--- src/rtl/decode_stage_if.sv ---
// Decode-stage bus interface.
// Carries the upstream {instruction, pc} valid/ready handshake and the
// downstream decoded-bundle valid/ready handshake.
//   master : the environment (fetch unit + execute/issue consumer)
//   slave  : the decode stage itself
// Upstream signals:   in_valid, in_ready, in_ins, in_pc
// Downstream signals: out_valid, out_ready, out_pc, out_opcode, out_funct3,
//                     out_funct7, out_rs1, out_rs2, out_rd, out_csr_addr,
//                     out_imm, out_itype, out_illegal
interface decode_stage_if #(
  parameter int unsigned XLEN = 32
);
  logic            in_valid;
  logic            in_ready;
  logic [31:0]     in_ins;
  logic [XLEN-1:0] in_pc;

  logic            out_valid;
  logic            out_ready;
  logic [XLEN-1:0] out_pc;
  logic [6:0]      out_opcode;
  logic [2:0]      out_funct3;
  logic [6:0]      out_funct7;
  logic [4:0]      out_rs1;
  logic [4:0]      out_rs2;
  logic [4:0]      out_rd;
  logic [11:0]     out_csr_addr;
  logic [XLEN-1:0] out_imm;
  logic [5:0]      out_itype;
  logic            out_illegal;

  modport master (
    output in_valid, in_ins, in_pc, out_ready,
    input  in_ready, out_valid, out_pc, out_opcode, out_funct3, out_funct7,
           out_rs1, out_rs2, out_rd, out_csr_addr, out_imm, out_itype,
           out_illegal
  );

  modport slave (
    input  in_valid, in_ins, in_pc, out_ready,
    output in_ready, out_valid, out_pc, out_opcode, out_funct3, out_funct7,
           out_rs1, out_rs2, out_rd, out_csr_addr, out_imm, out_itype,
           out_illegal
  );
endinterface

--- src/rtl/decode_stage.sv ---
// Registered RISC-V instruction decode stage.
// Decodes the incoming instruction combinationally and stores the decoded
// bundle in a 2-entry skid buffer; all outputs come from the head entry
// register, and in_ready depends only on the registered occupancy count.
// Ports:
//   clk    - clock, all state on rising edge
//   rst    - synchronous active-high reset
//   flush  - discard all buffered entries (priority over push/pop)
//   bus    - decode_stage_if.slave: upstream in_* handshake, downstream
//            out_* handshake and decoded fields
// Parameters:
//   XLEN   - 32 or 64, width of pc and immediate
//   DEPTH  - skid-buffer entries, only 2 is supported
// Build option:
//   DECODE_ILLEGAL_CHECK_EN - when defined, out_illegal flags opcodes outside
//   the recognised set; otherwise out_illegal is constant 0.
module decode_stage #(
  parameter int unsigned XLEN  = 32,
  parameter int unsigned DEPTH = 2
) (
  input logic           clk,
  input logic           rst,
  input logic           flush,
  decode_stage_if.slave bus
);

  localparam logic [6:0] OP_LUI    = 7'b0110111;
  localparam logic [6:0] OP_AUIPC  = 7'b0010111;
  localparam logic [6:0] OP_JAL    = 7'b1101111;
  localparam logic [6:0] OP_JALR   = 7'b1100111;
  localparam logic [6:0] OP_BRANCH = 7'b1100011;
  localparam logic [6:0] OP_LOAD   = 7'b0000011;
  localparam logic [6:0] OP_STORE  = 7'b0100011;
  localparam logic [6:0] OP_IMM    = 7'b0010011;
  localparam logic [6:0] OP_IMM32  = 7'b0011011;
  localparam logic [6:0] OP_OP     = 7'b0110011;
  localparam logic [6:0] OP_OP32   = 7'b0111011;
  localparam logic [6:0] OP_FENCE  = 7'b0001111;
  localparam logic [6:0] OP_SYSTEM = 7'b1110011;

  // one-hot itype bit positions: {SYS,S,B,J,U,I}
  localparam int unsigned IT_I   = 0;
  localparam int unsigned IT_U   = 1;
  localparam int unsigned IT_J   = 2;
  localparam int unsigned IT_B   = 3;
  localparam int unsigned IT_S   = 4;
  localparam int unsigned IT_SYS = 5;

  localparam logic [1:0] CNT_FULL = 2'(DEPTH);

  typedef struct packed {
    logic [XLEN-1:0] pc;
    logic [31:0]     ins;
    logic [XLEN-1:0] imm;
    logic [5:0]      itype;
    logic            illegal;
  } entry_t;

  // ---------------------------------------------------------------------------
  // Combinational decode of the incoming word
  // ---------------------------------------------------------------------------
  logic [31:0]     ins;
  logic [6:0]      opcode;
  logic [XLEN-1:0] imm_d;
  logic [5:0]      itype_d;
  logic            illegal_d;
  logic [11:0]     i_imm12;
  logic [11:0]     s_imm12;
  logic [12:0]     b_imm13;
  logic [20:0]     j_imm21;
  logic [31:0]     u_imm32;

  assign ins    = bus.in_ins;
  assign opcode = ins[6:0];

  assign i_imm12 = ins[31:20];
  assign s_imm12 = {ins[31:25], ins[11:7]};
  assign b_imm13 = {ins[31], ins[7], ins[30:25], ins[11:8], 1'b0};
  assign j_imm21 = {ins[31], ins[19:12], ins[20], ins[30:21], 1'b0};
  assign u_imm32 = {ins[31:12], 12'b0};

  always_comb begin
    imm_d   = '0;
    itype_d = '0;
    case (opcode)
      OP_JALR, OP_LOAD, OP_IMM, OP_IMM32: begin
        itype_d[IT_I] = 1'b1;
        imm_d         = XLEN'($signed(i_imm12));
      end
      OP_LUI, OP_AUIPC: begin
        // sign extension from bit 31 gives the RV64 upper-word copy of ins[31]
        itype_d[IT_U] = 1'b1;
        imm_d         = XLEN'($signed(u_imm32));
      end
      OP_JAL: begin
        itype_d[IT_J] = 1'b1;
        imm_d         = XLEN'($signed(j_imm21));
      end
      OP_BRANCH: begin
        itype_d[IT_B] = 1'b1;
        imm_d         = XLEN'($signed(b_imm13));
      end
      OP_STORE: begin
        itype_d[IT_S] = 1'b1;
        imm_d         = XLEN'($signed(s_imm12));
      end
      OP_SYSTEM: begin
        itype_d[IT_SYS] = 1'b1;
        imm_d           = XLEN'(i_imm12);
      end
      default: begin
        imm_d   = '0;
        itype_d = '0;
      end
    endcase
  end

`ifdef DECODE_ILLEGAL_CHECK_EN
  // Every recognised opcode has ins[1:0]=2'b11, so a non-match also covers
  // compressed/invalid low bits.
  always_comb begin
    illegal_d = 1'b1;
    case (opcode)
      OP_LUI, OP_AUIPC, OP_JAL, OP_JALR, OP_BRANCH, OP_LOAD, OP_STORE,
      OP_IMM, OP_IMM32, OP_OP, OP_OP32, OP_FENCE, OP_SYSTEM:
        illegal_d = 1'b0;
      default:
        illegal_d = 1'b1;
    endcase
  end
`else
  assign illegal_d = 1'b0;
`endif

  entry_t entry_d;

  always_comb begin
    entry_d         = '0;
    entry_d.pc      = bus.in_pc;
    entry_d.ins     = ins;
    entry_d.imm     = imm_d;
    entry_d.itype   = itype_d;
    entry_d.illegal = illegal_d;
  end

  // ---------------------------------------------------------------------------
  // 2-entry skid buffer
  // ---------------------------------------------------------------------------
  entry_t     mem_q [DEPTH];
  logic       wr_ptr_q;
  logic       rd_ptr_q;
  logic [1:0] count_q;
  logic       in_ready_w;
  logic       out_valid_w;
  logic       push;
  logic       pop;

  assign in_ready_w  = (count_q != CNT_FULL);
  assign out_valid_w = (count_q != 2'd0);
  assign push        = bus.in_valid & in_ready_w;
  assign pop         = out_valid_w & bus.out_ready;

  always_ff @(posedge clk) begin
    if (rst) begin
      count_q  <= '0;
      wr_ptr_q <= 1'b0;
      rd_ptr_q <= 1'b0;
      for (int unsigned i = 0; i < DEPTH; i++) begin
        mem_q[i] <= '0;
      end
    end else if (flush) begin
      // Realign the write pointer to the head so the held out_* value stays
      // the last one presented rather than jumping to another slot.
      count_q  <= '0;
      wr_ptr_q <= rd_ptr_q;
    end else begin
      if (push) begin
        mem_q[wr_ptr_q] <= entry_d;
        wr_ptr_q        <= ~wr_ptr_q;
      end
      if (pop) begin
        rd_ptr_q <= ~rd_ptr_q;
      end
      case ({push, pop})
        2'b10:   count_q <= count_q + 2'd1;
        2'b01:   count_q <= count_q - 2'd1;
        default: count_q <= count_q;
      endcase
    end
  end

  // ---------------------------------------------------------------------------
  // Outputs from the head register
  // ---------------------------------------------------------------------------
  entry_t head;
  assign head = mem_q[rd_ptr_q];

  assign bus.in_ready     = in_ready_w;
  assign bus.out_valid    = out_valid_w;
  assign bus.out_pc       = head.pc;
  assign bus.out_opcode   = head.ins[6:0];
  assign bus.out_funct3   = head.ins[14:12];
  assign bus.out_funct7   = head.ins[31:25];
  assign bus.out_rs1      = head.ins[19:15];
  assign bus.out_rs2      = head.ins[24:20];
  assign bus.out_rd       = head.ins[11:7];
  assign bus.out_csr_addr = head.ins[31:20];
  assign bus.out_imm      = head.imm;
  assign bus.out_itype    = head.itype;
  assign bus.out_illegal  = head.illegal;

endmodule
--- src/flat_wrapper.sv ---
// flat-port wrapper written by rule: the top's interface ports become plain ports
module decode_stage_flat 
#(
  parameter int unsigned XLEN  = 32,
  parameter int unsigned DEPTH = 2
)
  (clk, rst, flush, bus_in_valid, bus_in_ins, bus_in_pc, bus_out_ready, bus_in_ready, bus_out_valid, bus_out_pc, bus_out_opcode, bus_out_funct3, bus_out_funct7, bus_out_rs1, bus_out_rs2, bus_out_rd, bus_out_csr_addr, bus_out_imm, bus_out_itype, bus_out_illegal);
  decode_stage_if #(.XLEN(XLEN)) bus_i ();
  input logic clk;
  input logic rst;
  input logic flush;
  input wire logic [$bits(bus_i.in_valid)-1:0] bus_in_valid;
  input wire logic [$bits(bus_i.in_ins)-1:0] bus_in_ins;
  input wire logic [$bits(bus_i.in_pc)-1:0] bus_in_pc;
  input wire logic [$bits(bus_i.out_ready)-1:0] bus_out_ready;
  output wire logic [$bits(bus_i.in_ready)-1:0] bus_in_ready;
  output wire logic [$bits(bus_i.out_valid)-1:0] bus_out_valid;
  output wire logic [$bits(bus_i.out_pc)-1:0] bus_out_pc;
  output wire logic [$bits(bus_i.out_opcode)-1:0] bus_out_opcode;
  output wire logic [$bits(bus_i.out_funct3)-1:0] bus_out_funct3;
  output wire logic [$bits(bus_i.out_funct7)-1:0] bus_out_funct7;
  output wire logic [$bits(bus_i.out_rs1)-1:0] bus_out_rs1;
  output wire logic [$bits(bus_i.out_rs2)-1:0] bus_out_rs2;
  output wire logic [$bits(bus_i.out_rd)-1:0] bus_out_rd;
  output wire logic [$bits(bus_i.out_csr_addr)-1:0] bus_out_csr_addr;
  output wire logic [$bits(bus_i.out_imm)-1:0] bus_out_imm;
  output wire logic [$bits(bus_i.out_itype)-1:0] bus_out_itype;
  output wire logic [$bits(bus_i.out_illegal)-1:0] bus_out_illegal;
  assign bus_i.in_valid = bus_in_valid;
  assign bus_i.in_ins = bus_in_ins;
  assign bus_i.in_pc = bus_in_pc;
  assign bus_i.out_ready = bus_out_ready;
  assign bus_in_ready = bus_i.in_ready;
  assign bus_out_valid = bus_i.out_valid;
  assign bus_out_pc = bus_i.out_pc;
  assign bus_out_opcode = bus_i.out_opcode;
  assign bus_out_funct3 = bus_i.out_funct3;
  assign bus_out_funct7 = bus_i.out_funct7;
  assign bus_out_rs1 = bus_i.out_rs1;
  assign bus_out_rs2 = bus_i.out_rs2;
  assign bus_out_rd = bus_i.out_rd;
  assign bus_out_csr_addr = bus_i.out_csr_addr;
  assign bus_out_imm = bus_i.out_imm;
  assign bus_out_itype = bus_i.out_itype;
  assign bus_out_illegal = bus_i.out_illegal;
  decode_stage #(.XLEN(XLEN), .DEPTH(DEPTH)) u_core (.clk(clk), .rst(rst), .flush(flush), .bus(bus_i));
endmodule
--- config.mk ---
export PLATFORM = sky130hd
export DESIGN_NAME = decode_stage_flat
export DESIGN_NICKNAME = d
export VERILOG_FILES = /design/src/rtl/decode_stage_if.sv /design/src/rtl/decode_stage.sv /design/src/flat_wrapper.sv
export SDC_FILE = /design/constraint.sdc
export NUM_CORES = 1
export LEC_CHECK = 0
export ABC_AREA = 1
export CAP_MARGIN = 5
export CORE_ASPECT_RATIO = 1.4
export CORE_MARGIN = 3
export CORE_UTILIZATION = 56
export DETAILED_ROUTE_END_ITERATION = 10
export GPL_ROUTABILITY_DRIVEN = 0
export PLACE_DENSITY = 0.85
export SYNTH_ARGS = -nofsm -noshare
export SYNTH_HDL_FRONTEND = slang
export SYNTH_SLANG_ARGS = --single-unit
--- constraint.sdc ---
create_clock -name clk -period 8.71 [get_ports clk]
set_input_delay 0.871 -clock clk [delete_from_list [all_inputs] [get_ports clk]]
set_output_delay 0.871 -clock clk [all_outputs]
set_load 0.05 [all_outputs]
==> results of run 1 <==
[worst max-delay path, cell delays in order]
cell,delay [ns]
clkdlybuf4s50_1,0.42
nor2_1,0.39
nand3_4,0.83
nand2_4,0.82
buf_4,0.84
[metrics by stage]
stage               hold slack (ns)  instance area [um^2]
floorplan                     0.459                  9740
global placement              0.470                 11600
detailed placement            0.486                 11600
CTS                           0.498                 12200
global route                  0.523                 12200
finish                        0.497                 12200
[sequential cells by signal, indices dropped and copies added (netlist names), named ones only]
signal and cells:
u_core.mem_q 204, u_core.count_q 2, u_core.rd_ptr_q 1, u_core.wr_ptr_q 1
[cell usage after synthesis, types with 5 or more instances]
cell type  number
edfxtp_1      204
inv_1         124
nand3_1        20
nand2_1       103
clkbuf_1        9
nand3_2        21
inv_2           5
mux2_2        102
dfxtp_1         5
nor2_1        147
buf_4          15
a21oi_1        17
buf_6           5
o21ai_0        11
buf_2          22
[layer usage]
metal | GRT usage | up-vias | wire length, um
li1 | - | 3052 | -
met1 | 0.259 | 3109 | 8080
met2 | 0.409 | 246 | 11500
met3 | 0.0345 | 54 | 1230
met4 | 0.0821 | 0 | 739
met5 | 0 | - | 0
[power by group through the flow]
| stage | logic (W) | clock network (W) | registers [W] |
|---|---|---|---|
| 3_5_place_dp | 0.000366 | 0 | 0.00119 |
| 6_report | 0.000364 | 0.000791 | 0.00117 |
| 4_1_cts | 0.000367 | 0.000801 | 0.00117 |
| 3_3_place_gp | 0.000362 | 0 | 0.00119 |
| 5_1_grt | 0.000381 | 0.000844 | 0.00117 |
| 2_1_floorplan | 0.000237 | 0 | 0.00119 |
[layout make-up]
type / instances / area [um^2] / share of cell area
Multi-Input combinational cell: 441 / 2740 / 0.224
Tap cell: 232 / 290 / 0.0238
Clock buffer: 27 / 548 / 0.0449
Sequential cell: 209 / 6230 / 0.511
Inverter: 130 / 490 / 0.0402
Clock inverter: 8 / 38.8 / 0.00318
Timing Repair Buffer: 187 / 1860 / 0.153
[cells by family (layout without fill, tap and decap cells)]
group / Yosys count / after routing / synth area share
buf+inv: 181 / 352 / 0.0825
simple gates: 307 / 307 / 0.143
flops: 209 / 209 / 0.639
other cells: 1 / 1 / 0.000385
compound gates: 30 / 30 / 0.0158
fa+ha+maj: 1 / 1 / 0.00128
mux: 102 / 102 / 0.118
[path summary, 6_finish.rpt]
| check | slack, ns | endpoint | cells past startpoint |
|---|---|---|---|
| min | 0.50 | u_core.rd_ptr_q | 2 |
| max | 4.56 | u_core.mem_q[1][100] | 5 |
| max reg2reg | 5.09 | u_core.mem_q[1][100] | 7 |
| min reg2reg | 0.50 | u_core.rd_ptr_q | 2 |
==> flow_summary_export.csv, run 1 <==
group,metric,value,unit
die,die-height,162,um
hold_path,hp-class,"flop to flop",
die,rows,56,
clock_network,htreeDepth,1,
clock_network,max-clock-path-buffers,3,
finish,nNetsFinal,1059,
power,swShare,0.259,
flow_run,drv_cap,0,
die,die-area,19000,um^2
power,seq_power_share,0.503,
finish,syn2layout_area_growth,25.3,%
logic_synthesis,ys_types,26,
sta,maxSlewViolCount,0,
drt,drt_iter0_drc,482,
logic_synthesis,yosys.area.top_type,"edfxtp_1",
finish,nFillCells,1187,
global_routing,grt_remaining_overflow,0,
finish,layout_common_cells,"edfxtp_1 (204), clkdlybuf4s50_1 (184), nor2_1 (147), inv_1 (124), mux2_2 (102)",
die,core,16900,um^2
worst_setup_path,startpoint,"flush",
finish,final_cells,1234,
drt,dr.pass1.iters,4,
clock_network,cts_resized,0,
power,share_comb_of_total_power,0.157,
power,ir_drop,0.158,mV
logic_synthesis,synthTopCellsByArea,"edfxtp_1 (63%), mux2_2 (12%), nor2_1 (5.7%), inv_1 (4.8%), nand2_1 (4.0%)",
finish,layout_commonest_cell,"edfxtp_1",
logic_synthesis,synth_edf_count,204,
logic_synthesis,synthCells,831,
global_routing,grt_pass1_wl,33500,um
drt,drt_wl_total,21500,um
power,finalPower,0.00232,W
power,p_leak,5.38,nW
drt,avgRoutedWirePerCell,17.5,um
clock_network,cts_tree,"done",
die,ios,186,
clock_network,cts_setup_buffers,0,
sta,clock_skew,0.00903,ns
clock_network,clock_latency,0.48,ns
drt,final_antenna_net_count,0,
clock_network,clockRootBuffer,"clkbuf_16",
sta,tightest_slew,1.03,ns
sta,fin_ws,4.56,ns
drt,drc,0,
worst_setup_path,end_kind,"flop",
sta,layout_min_cycle_time,4.15,ns
place,dp_hpwl,14000,um
sta,fmax,0.241,GHz
clock_network,numCtsBuffers,20,
finish,final_layout_size_suffix_gt1_frac,0.173,
global_routing,grt_pass1_vias,6482,
logic_synthesis,ys_ff_latch,209,
drt,viasPerCell,5.24,
worst_setup_path,r2r_start,"u_core.count_q[0]",
logic_synthesis,synthFlopType,"edfxtp_1",
sta,final_hold_viol_count,0,
hold_path,hp-start,"u_core.rd_ptr_q",
worst_setup_path,critPathKind,"input port to flop",
finish,antenna_cells,0,
sta,fin_setup_tns,0,ns
logic_synthesis,synth_warnings,0,
power,power_density,190,nW/um^2
die,initial_core_util,0.577,
logic_synthesis,syn-num-nets,901,
worst_setup_path,worstPathArrival,4.24,ns
logic_synthesis,syn_area_per_cell,11.7,um^2
worst_setup_path,required,8.80,ns
logic_synthesis,ys_seq_area_frac,0.639,
power,p_int,0.00172,W
logic_synthesis,async_reset_ff_frac,0,
worst_setup_path,critPathLaunchType,"input port",
place,pre_cts_ws,4.06,ns
clock_network,clock-sinks,209,
drt,vias,6461,
global_routing,grtUsageTotal,0.220,
clock_network,cts.reportedPaths.clkPinSlew,0.06,ns
sta,setup-violations-final,0,
finish,post-route-util,0.723,
logic_synthesis,netlist.area_leader.share,0.629,
place,placed_cells,1199,
sta,slew_headroom,0.314,
die,dieWidth,117,um
worst_setup_path,cp_max_fo,77,
power,p_switching,0.000602,W
global_routing,grt_max_degree,78,
place,io_buffers,184,
power,p_clk_frac,0.341,
logic_synthesis,synth_area,9740,um^2
global_routing,antenna_found_initial,0,
sta,final.period_utilization,0.476,
clock_network,holdBufCountCts,0,
run_status,status,"complete, no violations",
sta,rsz0062_at_grt,"no",
Note: power is estimated with default switching activity, not from simulation.
==> run 2, diff against run 1 <==
--- a/config.mk
+++ b/config.mk
@@ -9,10 +9,10 @@
 export CAP_MARGIN = 5
 export CORE_ASPECT_RATIO = 1.4
 export CORE_MARGIN = 3
-export CORE_UTILIZATION = 56
+export CORE_UTILIZATION = 52
 export DETAILED_ROUTE_END_ITERATION = 10
 export GPL_ROUTABILITY_DRIVEN = 0
-export PLACE_DENSITY = 0.85
+export PLACE_DENSITY = 0.8
 export SYNTH_ARGS = -nofsm -noshare
 export SYNTH_HDL_FRONTEND = slang
 export SYNTH_SLANG_ARGS = --single-unit
==> constraint.sdc (replaced) <==
create_clock -name clk -period 4 [get_ports clk]
set_input_delay 0.4 -clock clk [delete_from_list [all_inputs] [get_ports clk]]
set_output_delay 0.4 -clock clk [all_outputs]
set_load 0.05 [all_outputs]
==> run 2 against run 1 <==
Against the previous run:
- sequential share of layout area down 0.93 points
- worst hold slack got worse by 0.014 ns
- worst setup slack worse by 3.8 ns
- highest routed layer unchanged
- largest cell class unchanged
- combinational power up 120%
- sequential power is 120% higher
- non-clock buffer count up 5
- critical path depth decreased by 2
- register-to-register slack got worse by 3.7 ns
- clock power grew to 2.5 times the previous value
- flip-flop and latch count unchanged
- total power is 130% higher
==> flow_summary_export.csv, run 2 (synthesized netlist as in run 1, its figures left out) <==
group,metric,value,unit
worst_setup_path,cp_num_buf_inv,2,
sta,setup-violations-final,0,
sta,clock_skew,0.0220,ns
sta,layout_min_cycle_time,3.19,ns
drt,final_antenna_net_count,0,
clock_network,cts_resized,0,
clock_network,clockRootBuffer,"clkbuf_16",
power,ir_drop,0.396,mV
die,ios,186,
global_routing,grt_pass1_wl,33700,um
sta,final.period_utilization,0.797,
finish,final_layout_size_suffix_gt1_frac,0.183,
finish,nNetsFinal,1064,
clock_network,cts_tree,"done",
clock_network,cts.reportedPaths.clkPinSlew,0.06,ns
worst_setup_path,worstPathArrival,2.79,ns
global_routing,grt_remaining_overflow,0,
hold_path,hp-class,"flop to flop",
worst_setup_path,slowest_delay,0.77,ns
worst_setup_path,critPathTopFamily,"buffers and inverters",
sta,tightest_slew,0.890,ns
die,rows,58,
worst_setup_path,crit_path_top_delay_cell,"dfxtp_4",
sta,fmax,0.314,GHz
worst_setup_path,path_cells,"buf_4 -> mux2_2 -> clkdlybuf4s50_1",
finish,layout_common_cells,"edfxtp_1 (204), clkdlybuf4s50_1 (184), nor2_1 (147), inv_1 (124), mux2_2 (102)",
worst_setup_path,required,3.60,ns
place,dp_hpwl,14200,um
finish,top_register,"u_core.mem_q",
finish,reg_top3,"u_core.mem_q (204), u_core.count_q (2)",
drt,dr.pass1.iters,6,
die,dieWidth,122,um
drt,viasPerCell,5.07,
finish,largest_register_ffs,204,
global_routing,grt_max_degree,77,
worst_setup_path,cp_max_fo,44,
run_status,status,"complete, no violations",
sta,rsz0062_at_grt,"no",
clock_network,max-clock-path-buffers,3,
die,initial_core_util,0.537,
die,die-area,20400,um^2
worst_setup_path,end_kind,"output port",
global_routing,grt_pass1_vias,6498,
power,power_density,431,nW/um^2
worst_setup_path,critPathKind,"flop to output port",
clock_network,htreeDepth,1,
clock_network,clock_latency,0.49,ns
flow_run,drv_cap,0,
finish,syn2layout_area_growth,27.6,%
finish,antenna_cells,0,
drt,drt_iter0_drc,409,
clock_network,clock-sinks,209,
clock_network,cts_setup_buffers,0,
clock_network,holdBufCountCts,0,
power,finalPower,0.00535,W
finish,layout_commonest_cell,"edfxtp_1",
sta,maxSlewViolCount,0,
drt,avgRoutedWirePerCell,17.0,um
global_routing,antenna_found_initial,0,
sta,final_hold_viol_count,0,
place,io_buffers,184,
sta,slew_headroom,0.406,
die,die-height,168,um
die,core,18100,um^2
global_routing,grtUsageTotal,0.208,
worst_setup_path,critPathLaunchType,"flop",
sta,fin_setup_tns,0,ns
clock_network,numCtsBuffers,20,
drt,vias,6329,
drt,drc,0,
drt,drt_wl_total,21200,um
power,p_leak,5.48,nW
## run 2: cell count changes in the layout (fill, tap and decap cells not counted), sizes merged
| cell | before | now |
|---|---|---|
| clkinv | 8 | 4 |
| bufinv | 0 | 4 |
| inv | 130 | 131 |
| clkbuf | 27 | 25 |
| clkinvlp | 0 | 2 |
| buf | 3 | 8 |
## run 2: layout make-up
cell class	instances	area, um^2
Clock buffer	25	541
Clock inverter	11	163
Fill cell	1325	5720
Inverter	130	490
Multi-Input combinational cell	441	2740
Sequential cell	209	6230
Tap cell	240	300
Timing Repair Buffer	192	1960
## run 2: layer usage
layer	routed length, um	part of all wire	track usage
met5	0	0	0
met1	8070	0.38	0.247
met3	1320	0.062	0.0353
met4	394	0.019	0.0522
met2	11400	0.54	0.387
## run 2: per-stage QoR
stage	std cells	hold WS (ns)	cell area, um^2	setup slack [ns]	util
after floorplan	831	0.459	9740	0.866	-
after global placement	1212	0.465	11700	1.08	0.646
after detailed placement	1212	0.477	11700	0.992	0.646
after CTS	1248	0.488	12400	0.742	0.685
after global routing	1248	0.530	12400	0.684	0.685
final	1248	0.483	12400	0.811	0.685
## run 2: path summary, 6_finish.rpt
check / from / to / slack (ns) / cells past startpoint
setup / recovery: flop / bus_out_pc[7] / 0.81 / 3
setup reg to reg: u_core.count_q[0] / u_core.mem_q[0][23] / 1.42 / 9
hold / removal: u_core.rd_ptr_q / flop / 0.48 / 2
hold reg to reg: u_core.rd_ptr_q / flop / 0.48 / 2
## run 2: where the power goes
group          internal [W]  total [W]  switching [W]
Sequential          0.00251    0.00254      0.0000323
Clock               0.00122    0.00201       0.000784
Combinational      0.000285   0.000802       0.000517
Total               0.00402    0.00535        0.00133
## run 2: worst min-delay path, cell delays in order (launching register included)
cell and delay [ns]:
dfxtp_1 0.30, inv_1 0.08, a21oi_1 0.06
==> run 3, diff against run 2 <==
--- a/config.mk
+++ b/config.mk
@@ -9,10 +9,10 @@
 export CAP_MARGIN = 5
 export CORE_ASPECT_RATIO = 1.4
 export CORE_MARGIN = 3
-export CORE_UTILIZATION = 52
+export CORE_UTILIZATION = 47
 export DETAILED_ROUTE_END_ITERATION = 10
 export GPL_ROUTABILITY_DRIVEN = 0
-export PLACE_DENSITY = 0.8
+export PLACE_DENSITY = 0.76
 export SYNTH_ARGS = -nofsm -noshare
 export SYNTH_HDL_FRONTEND = slang
 export SYNTH_SLANG_ARGS = --single-unit
==> constraint.sdc (replaced) <==
create_clock -name clk -period 2.9 [get_ports clk]
set_input_delay 0.29 -clock clk [delete_from_list [all_inputs] [get_ports clk]]
set_output_delay 0.29 -clock clk [all_outputs]
set_load 0.05 [all_outputs]
==> run 3 against run 2 <==
Against the previous run:
- die area is 10% higher
- flip-flop and latch count stayed put
- combinational power is 41% higher
- clock power is 29% higher
- cell count is 1.8% higher
- final area is 0.48% higher
- total power is 35% higher
- core utilization is 6.3 points lower
- register-to-register slack worse by 0.73 ns
==> flow_summary_export.csv, run 3 (synthesized netlist as in run 1, its figures left out) <==
group,metric,value,unit
die,initial_core_util,0.485,
clock_network,holdBufCountCts,0,
power,power_density,579,nW/um^2
global_routing,grt_util_met3,0.0315,
finish,layout_common_cells,"edfxtp_1 (204), clkdlybuf4s50_1 (184), nor2_1 (147), inv_1 (124), mux2_2 (102)",
finish,antenna_cells,0,
drt,vias,6364,
global_routing,antenna_found_initial,0,
power,ir_drop,0.407,mV
drt,viasPerCell,5.01,
drt,avgRoutedWirePerCell,17.0,um
finish,final_layout_size_suffix_gt1_frac,0.187,
sta,clock_skew,0.00823,ns
clock_network,cts.reportedPaths.clkPinSlew,0.06,ns
flow_run,drv_cap,0,
drt,dr.pass1.iters,5,
clock_network,clock_latency,0.49,ns
drt,drc,0,
die,rows,61,
global_routing,grtUsageMet1,0.228,
worst_setup_path,required,2.61,ns
sta,maxSlewViolCount,0,
drt,drt_wl_total,21600,um
drt,drt_iter0_drc,437,
worst_setup_path,critPathKind,"flop to output port",
sta,tightest_slew,0.913,ns
clock_network,htreeDepth,1,
finish,largest_register_ffs,204,
power,p_leak,5.50,nW
worst_setup_path,critPathLaunchType,"flop",
finish,nNetsFinal,1074,
sta,rsz0062_at_grt,"no",
die,ios,186,
finish,top_register,"u_core.mem_q",
drt,final_antenna_net_count,0,
finish,syn2layout_area_growth,28.2,%
die,die-height,176,um
clock_network,max-clock-path-buffers,3,
global_routing,grt_remaining_overflow,0,
clock_network,cts_resized,0,
place,dp_hpwl,14500,um
die,dieWidth,128,um
finish,fin_area,12500,um^2
sta,setup-violations-final,0,
sta,final_hold_viol_count,0,
sta,fin_setup_tns,0,ns
die,core,20100,um^2
global_routing,grtUsageTotal,0.192,
clock_network,numCtsBuffers,21,
place,placedInstanceArea,11800,um^2
worst_setup_path,worstPathArrival,2.49,ns
sta,layout_min_cycle_time,2.78,ns
clock_network,cts_setup_buffers,0,
sta,hold_slack,0.461,ns
global_routing,use_met2,0.347,
clock_network,clockRootBuffer,"clkbuf_16",
clock_network,cts_tree,"done",
worst_setup_path,end_kind,"output port",
global_routing,grt_max_degree,77,
worst_setup_path,cp_max_fo,20,
finish,layout_commonest_cell,"edfxtp_1",
run_status,status,"complete, no violations",
sta,fmax,0.360,GHz
sta,final.period_utilization,0.958,
clock_network,clock-sinks,209,
global_routing,gr-max-usage-layer,"met2",
place,io_buffers,184,
sta,slew_headroom,0.391,
global_routing,grt_pass1_wl,34000,um
finish,reg_top3,"u_core.mem_q (204), u_core.count_q (2)",
global_routing,grt_pass1_vias,6513,
hold_path,hp-class,"input port to flop",
die,die-area,22500,um^2
-- run 3: cell count changes in the layout (fill, tap and decap cells not counted) --
| cell | delta |
|---|---|
| clkbuf_1 | +3 |
| buf_4 | +7 |
| inv_6 | -1 |
| clkinv_2 | -2 |
| buf_12 | +2 |
| clkinv_4 | +1 |
| bufinv_16 | -2 |
| clkinv_1 | +1 |
| clkinvlp_4 | +1 |
-- run 3: critical path, cell delays in order, from the launching register on --
cell             delay, ns
dfxtp_4               0.55
buf_4                 0.33
mux2_2                0.40
clkdlybuf4s50_1       0.71
-- run 3: stage by stage --
step / util / worst slack (ns) / instances / total power (W)
after floorplan: - / 0.302 / 831 / 0.00426
after global placement: 0.589 / 0.485 / 1233 / 0.00468
after detailed placement: 0.589 / 0.441 / 1233 / 0.00470
after CTS: 0.622 / 0.0877 / 1270 / 0.00729
after global routing: 0.622 / 0.0170 / 1270 / 0.00747
final: 0.622 / 0.121 / 1270 / 0.00722
-- run 3: report_power, final --
part | leakage (nW) | switching (W) | internal (W)
logic | 3.02 | 0.000725 | 0.000403
clock network | 0.307 | 0.00108 | 0.00152
registers | 2.17 | 0.0000388 | 0.00346
-- run 3: cell type report --
cell class / count / area (um^2)
timing repair buffer: 201 / 2060
clock buffer: 28 / 552
multi-input combinational: 441 / 2740
clock inverter: 9 / 104
fill: 1591 / 7590
tap: 252 / 315
sequential: 209 / 6230
inverter: 130 / 490
-- run 3: per-layer routing --
layer  routed length, um  vias up
met5                   0        -
met2               11400      212
met1                8380     3040
li1                    -     3075
met3                1270       37
met4                 593        0
-- run 3: worst paths after layout --
kind	startpoint	end	slack [ns]	depth (start not counted)
setup reg to reg	u_core.count_q[0]	u_core.mem_q[0][18]	0.69	10
setup / recovery	flop	bus_out_csr_addr[2]	0.12	3
hold reg to reg	u_core.rd_ptr_q	flop	0.49	2
hold / removal	flush	u_core.wr_ptr_q	0.46	3
==> patch 1: new RTL, config.mk and constraints of run 1 <==
`XLEN` is set to 32 in 3 places; all go to 64. Comments in the files are not updated.
--- a/src/rtl/decode_stage_if.sv
+++ b/src/rtl/decode_stage_if.sv
@@ -8,7 +8,7 @@
 //                     out_funct7, out_rs1, out_rs2, out_rd, out_csr_addr,
 //                     out_imm, out_itype, out_illegal
 interface decode_stage_if #(
-  parameter int unsigned XLEN = 32
+  parameter int unsigned XLEN = 64
 );
   logic            in_valid;
   logic            in_ready;
--- a/src/rtl/decode_stage.sv
+++ b/src/rtl/decode_stage.sv
@@ -15,7 +15,7 @@
 //   DECODE_ILLEGAL_CHECK_EN - when defined, out_illegal flags opcodes outside
 //   the recognised set; otherwise out_illegal is constant 0.
 module decode_stage #(
-  parameter int unsigned XLEN  = 32,
+  parameter int unsigned XLEN  = 64,
   parameter int unsigned DEPTH = 2
 ) (
   input logic           clk,
--- a/src/flat_wrapper.sv
+++ b/src/flat_wrapper.sv
@@ -1,7 +1,7 @@
 // flat-port wrapper written by rule: the top's interface ports become plain ports
 module decode_stage_flat 
 #(
-  parameter int unsigned XLEN  = 32,
+  parameter int unsigned XLEN  = 64,
   parameter int unsigned DEPTH = 2
 )
   (clk, rst, flush, bus_in_valid, bus_in_ins, bus_in_pc, bus_out_ready, bus_in_ready, bus_out_valid, bus_out_pc, bus_out_opcode, bus_out_funct3, bus_out_funct7, bus_out_rs1, bus_out_rs2, bus_out_rd, bus_out_csr_addr, bus_out_imm, bus_out_itype, bus_out_illegal);
Ports: changed (resized bus_in_pc, bus_out_imm and bus_out_pc); port bits go from 186 to 282. No check against the original RTL was run, so the function may have changed too.
==> patch 1 against run 1 <==
  * Clock power up 40%
  * Setup slack lost 0.31 ns
  * Critical path type is now reg2out
  * Critical endpoint is now bus_out_csr_addr[2]
  * Hold slack hardly changed
  * Total power increased by 37%
  * Combinational power up 49%
  * Final area rose by 32%
  * Core utilization up 0.52 points
  * Synthesized cell count up 28%
  * Sequential cell count increased by 64
  * Wire length rose by 42%
  * Register-to-register slack hardly changed
  * Final cell count is 29% higher
  * Area after synthesis up 31%
  * Clock skew hardly changed
==> patch 1: results <==
group,metric,value,unit
synth,synthTopCellsByArea,"edfxtp_1 63%, mux2_2 12%, nor2_1 7.2%, inv_1 3.1%, buf_4 2.9%",
synth,synthMuxAreaShare,11.8,%
drt,num_vias,8569,
synth,synth_common_cells,"268 x edfxtp_1, 247 x nor2_1, 134 x mux2_2",
place,pre_cts_ws,3.99,ns
setup_path,rr_endpoint,"u_core.mem_q[1][33]",
pwr,max-vdd-ir-drop,0.145,mV
setup_path,rr_worst_depth,8,
global_routing,grt_usage,23.8,%
cells_and_area,fin_nets,1379,
clocking,cts_made_buffers,25,
global_routing,grt_pass1_wl,46500,um
setup_path,slowest_delay,0.98,ns
setup_path,crit_arrival,3.59,ns
place,dp.cells,1547,
drt,wl_per_cell,19.3,um
pwr,p_leak,6.47,nW
place,hpwl,19800,um
synth,synth_edf_count,268,
global_routing,grt_pass1_vias,8605,
synth,ys_seq_area_share,63.6,%
timing,fin_skew,0.00915,ns
synth,ys_types,28,
synth,syn-num-nets,1165,
synth,synth_fa_ha_area_share,0.0977,%
setup_path,crit_fanout,69,
place,place.port_buffers,280,
cells_and_area,layout-drive-gt1-share,17.5,%
status,status,"complete, no violations",
setup_path,crit_path_top_delay_cell,"dfxtp_4",
synth,synth-compound-area-share,1.59,%
global_routing,grt_max_degree,79,
drt,drt-pass1-iter-count,6,
drt,wl,30600,um
drt,drt_iter0_drc,754,
place,dpl_cell_area,15300,um^2
clocking,clk_latency,0.51,ns
patch 1: logic make-up after synthesis:
family,count (synthesis)
other,1
AOI/OAI and AO/OA,40
muxes,134
adders and majority gates,1
and+or+nand+nor,401
DFF,273
buffers and inverters,213
patch 1: tightest hold or removal path, cell delays in order, from the launching register on:
cell	delay (ns)
dfxtp_1	0.31
inv_1	0.08
a21oi_1	0.06
patch 1: layer usage:
metal / track usage [%] / share of wire [%] / vias up
li1: - / - / 3955
met2: 42.2 / 52 / 422
met5: 0 / 0 / -
met3: 4.05 / 8.4 / 66
met1: 30.0 / 37 / 4126
met4: 7.49 / 2.9 / 0
patch 1: final cells by class:
type | count | area, um^2
Fill cell | 1488 | 6040
Multi-Input combinational cell | 577 | 3510
Tap cell | 297 | 372
Timing Repair Buffer | 288 | 2860
Inverter | 112 | 425
Clock buffer | 28 | 637
Sequential cell | 273 | 8150
Clock inverter | 16 | 183
patch 1: worst max-delay path by stage:
| stage | start | endpoint | slack, ns | cells after the start |
|---|---|---|---|---|
| 2_1_floorplan | flush | u_core.mem_q[1][0] | 3.59 | 7 |
| 3_3_place_gp | flush | u_core.mem_q[1][34] | 4.01 | 8 |
| 4_1_cts | flip-flop | bus_out_csr_addr[11] | 4.20 | 3 |
| 3_5_place_dp | rst | u_core.mem_q[1][96] | 3.99 | 8 |
| 6_report | flip-flop | bus_out_csr_addr[2] | 4.25 | 3 |
| 5_1_grt | flip-flop | bus_out_csr_addr[2] | 4.10 | 3 |
patch 1: power by group:
| group | switching, mW | internal (mW) |
|---|---|---|
| Combinational | 0.357 | 0.184 |
| Sequential | 0.0206 | 1.51 |
| Clock | 0.463 | 0.644 |
==> patch 2: new RTL, config.mk and constraints of run 1 <==
Without the edit above. Add a define of `DECODE_ILLEGAL_CHECK_EN`.
--- a/src/rtl/decode_stage.sv
+++ b/src/rtl/decode_stage.sv
@@ -14,6 +14,8 @@
 // Build option:
 //   DECODE_ILLEGAL_CHECK_EN - when defined, out_illegal flags opcodes outside
 //   the recognised set; otherwise out_illegal is constant 0.
+`define DECODE_ILLEGAL_CHECK_EN
+
 module decode_stage #(
   parameter int unsigned XLEN  = 32,
   parameter int unsigned DEPTH = 2
Behaviour: not the same (Yosys sat finds a counterexample within 4 cycles, from zero or initial values and one cycle with rst high).
==> patch 2 against run 1 <==
  * Sequential cell count increased by 2
  * Wire length increased by 6.9%
  * Critical path depth decreased by 2
  * Combinational power increased by 2%
  * First-iteration DRC count increased by 50%
  * Final area increased by 0.78%
  * Clock power increased by 4.2%
  * Setup slack improved by 0.058 ns
  * Area after synthesis increased by 0.93%
  * Core utilization increased by 0.26 points
  * Total power increased by 2.3%
  * Largest cell class unchanged
  * Register-to-register slack improved by 1.0 ns
  * Synthesized cell count decreased by 1.1%
==> patch 2: results <==
group,metric,value,unit
status,status,"complete, no violations",
drt,drt-pass1-iter-count,5,
pwr,p_leak,4.93,nW
timing,hold_viol_final,0,
synth,syn-num-nets,892,
place,dp.cells,1191,
cells_and_area,n_fill_cell,1197,
clocking,clock_path_buffers,3,
setup_path,reg2reg_from,"u_core.count_q[0]",
setup_path,rr_endpoint,"u_core.mem_q[1][19]",
pwr,seq_power_share,49.7,%
setup_path,slowest_delay,0.76,ns
pwr,p_int,1.76,mW
synth,synth-compound-area-share,3.92,%
setup_path,endpoint,"bus_out_imm[0]",
synth,synth_fa_ha_area_share,0.127,%
synth,ys_async_sr_fraction,0,%
setup_path,worstPathRequired,7.84,ns
global_routing,grt_usage,23.5,%
drt,drt_iter0_drc,723,
setup_path,crit_fanout,60,
synth,ys_types,30,
synth,ys_seq_area_share,64.0,%
place,hpwl,14800,um
global_routing,antenna_found_initial,0,
pwr,max-vdd-ir-drop,0.131,mV
cells_and_area,antennaDiodeCount,0,
clocking,clk_latency,0.50,ns
synth,synth_edf_count,206,
clocking,cts_made_buffers,20,
synth,synth_common_cells,"206 x edfxtp_1, 171 x nor2_1, 103 x mux2_2",
pwr,p_clk,0.824,mW
global_routing,grt_pass1_wl,35600,um
hold_path,hp-class,"reg2reg",
global_routing,grt_max_degree,95,
timing,finalSetupTns,0,ns
setup_path,rrSetupSlack,6.10,ns
drt,num_vias,6770,
setup_path,startpoint_type,"flip-flop",
setup_path,rr_worst_depth,9,
clocking,htreeDepth,1,
place,place.port_buffers,185,
cells_and_area,top_regs,"u_core.mem_q: 206 flops, u_core.count_q: 2 flops",
synth,synthMuxAreaShare,11.8,%
cells_and_area,fin_nets,1051,
cells_and_area,layout-drive-gt1-share,17.7,%
pwr,p_switching,0.618,mW
setup_path,crit_arrival,3.22,ns
clocking,clk_pin_slew,0.06,ns
synth,avgSynthCellArea,12.0,um^2
clocking,ctsRootBufferMaster,"clkbuf_16",
drt,via_per_inst,5.52,
synth,ys_warn_count,0,
clocking,cts_hold_buf,0,
synth,synth-xor-area-share,0,%
timing,tightest_slew,1.13,ns
synth,synthTopCellsByArea,"edfxtp_1 63%, mux2_2 12%, nor2_1 6.5%, inv_1 3.4%, a21oi_1 2.1%",
timing,fin_skew,0.0155,ns
drt,wl,23000,um
setup_path,crit_path_top_delay_cell,"buf_4",
patch 2: routing by layer:
metal	part of all wire, %	up-vias	global-route usage (%)
met5	0	-	0
met4	2.5	0	7.25
met3	7.8	42	3.93
met2	53	319	42.1
met1	37	3302	29.3
li1	-	3107	-
patch 2: area by class of cell:
type	instances	area (um^2)	share of cell area, %
Clock buffer	23	533	4.34
Clock inverter	12	80.1	0.651
Inverter	96	360	2.93
Multi-Input combinational cell	462	2850	23.2
Sequential cell	211	6290	51.2
Tap cell	232	290	2.36
Timing Repair Buffer	190	1890	15.4
patch 2: through the flow:
stage | utilization [%] | setup WS (ns) | area, um^2 | hold WS, ns
detailed placement | 68.9 | 5.14 | 11700 | 0.487
global route | 72.5 | 4.52 | 12300 | 0.528
floorplan | - | 4.46 | 9830 | 0.459
finish | 72.5 | 4.62 | 12300 | 0.498
global placement | 68.9 | 5.17 | 11700 | 0.472
CTS | 72.5 | 4.62 | 12300 | 0.498
patch 2: how the worst min path moves through the flow:
stage                    start               to  slack, ns  cells after the start
6_report       u_core.rd_ptr_q  u_core.rd_ptr_q       0.50                      2
5_1_grt        u_core.rd_ptr_q        flip-flop       0.53                      2
4_1_cts        u_core.rd_ptr_q  u_core.rd_ptr_q       0.50                      2
3_5_place_dp   u_core.rd_ptr_q        flip-flop       0.49                      2
3_3_place_gp   u_core.rd_ptr_q  u_core.rd_ptr_q       0.47                      2
2_1_floorplan  u_core.rd_ptr_q        flip-flop       0.46                      2
patch 2: worst max-delay path, delay by kind of cell, from the launching register on:
kind / cells / cell delay (ns)
buf+inv: 2 / 1.47
flops: 1 / 0.74
mux: 1 / 0.43
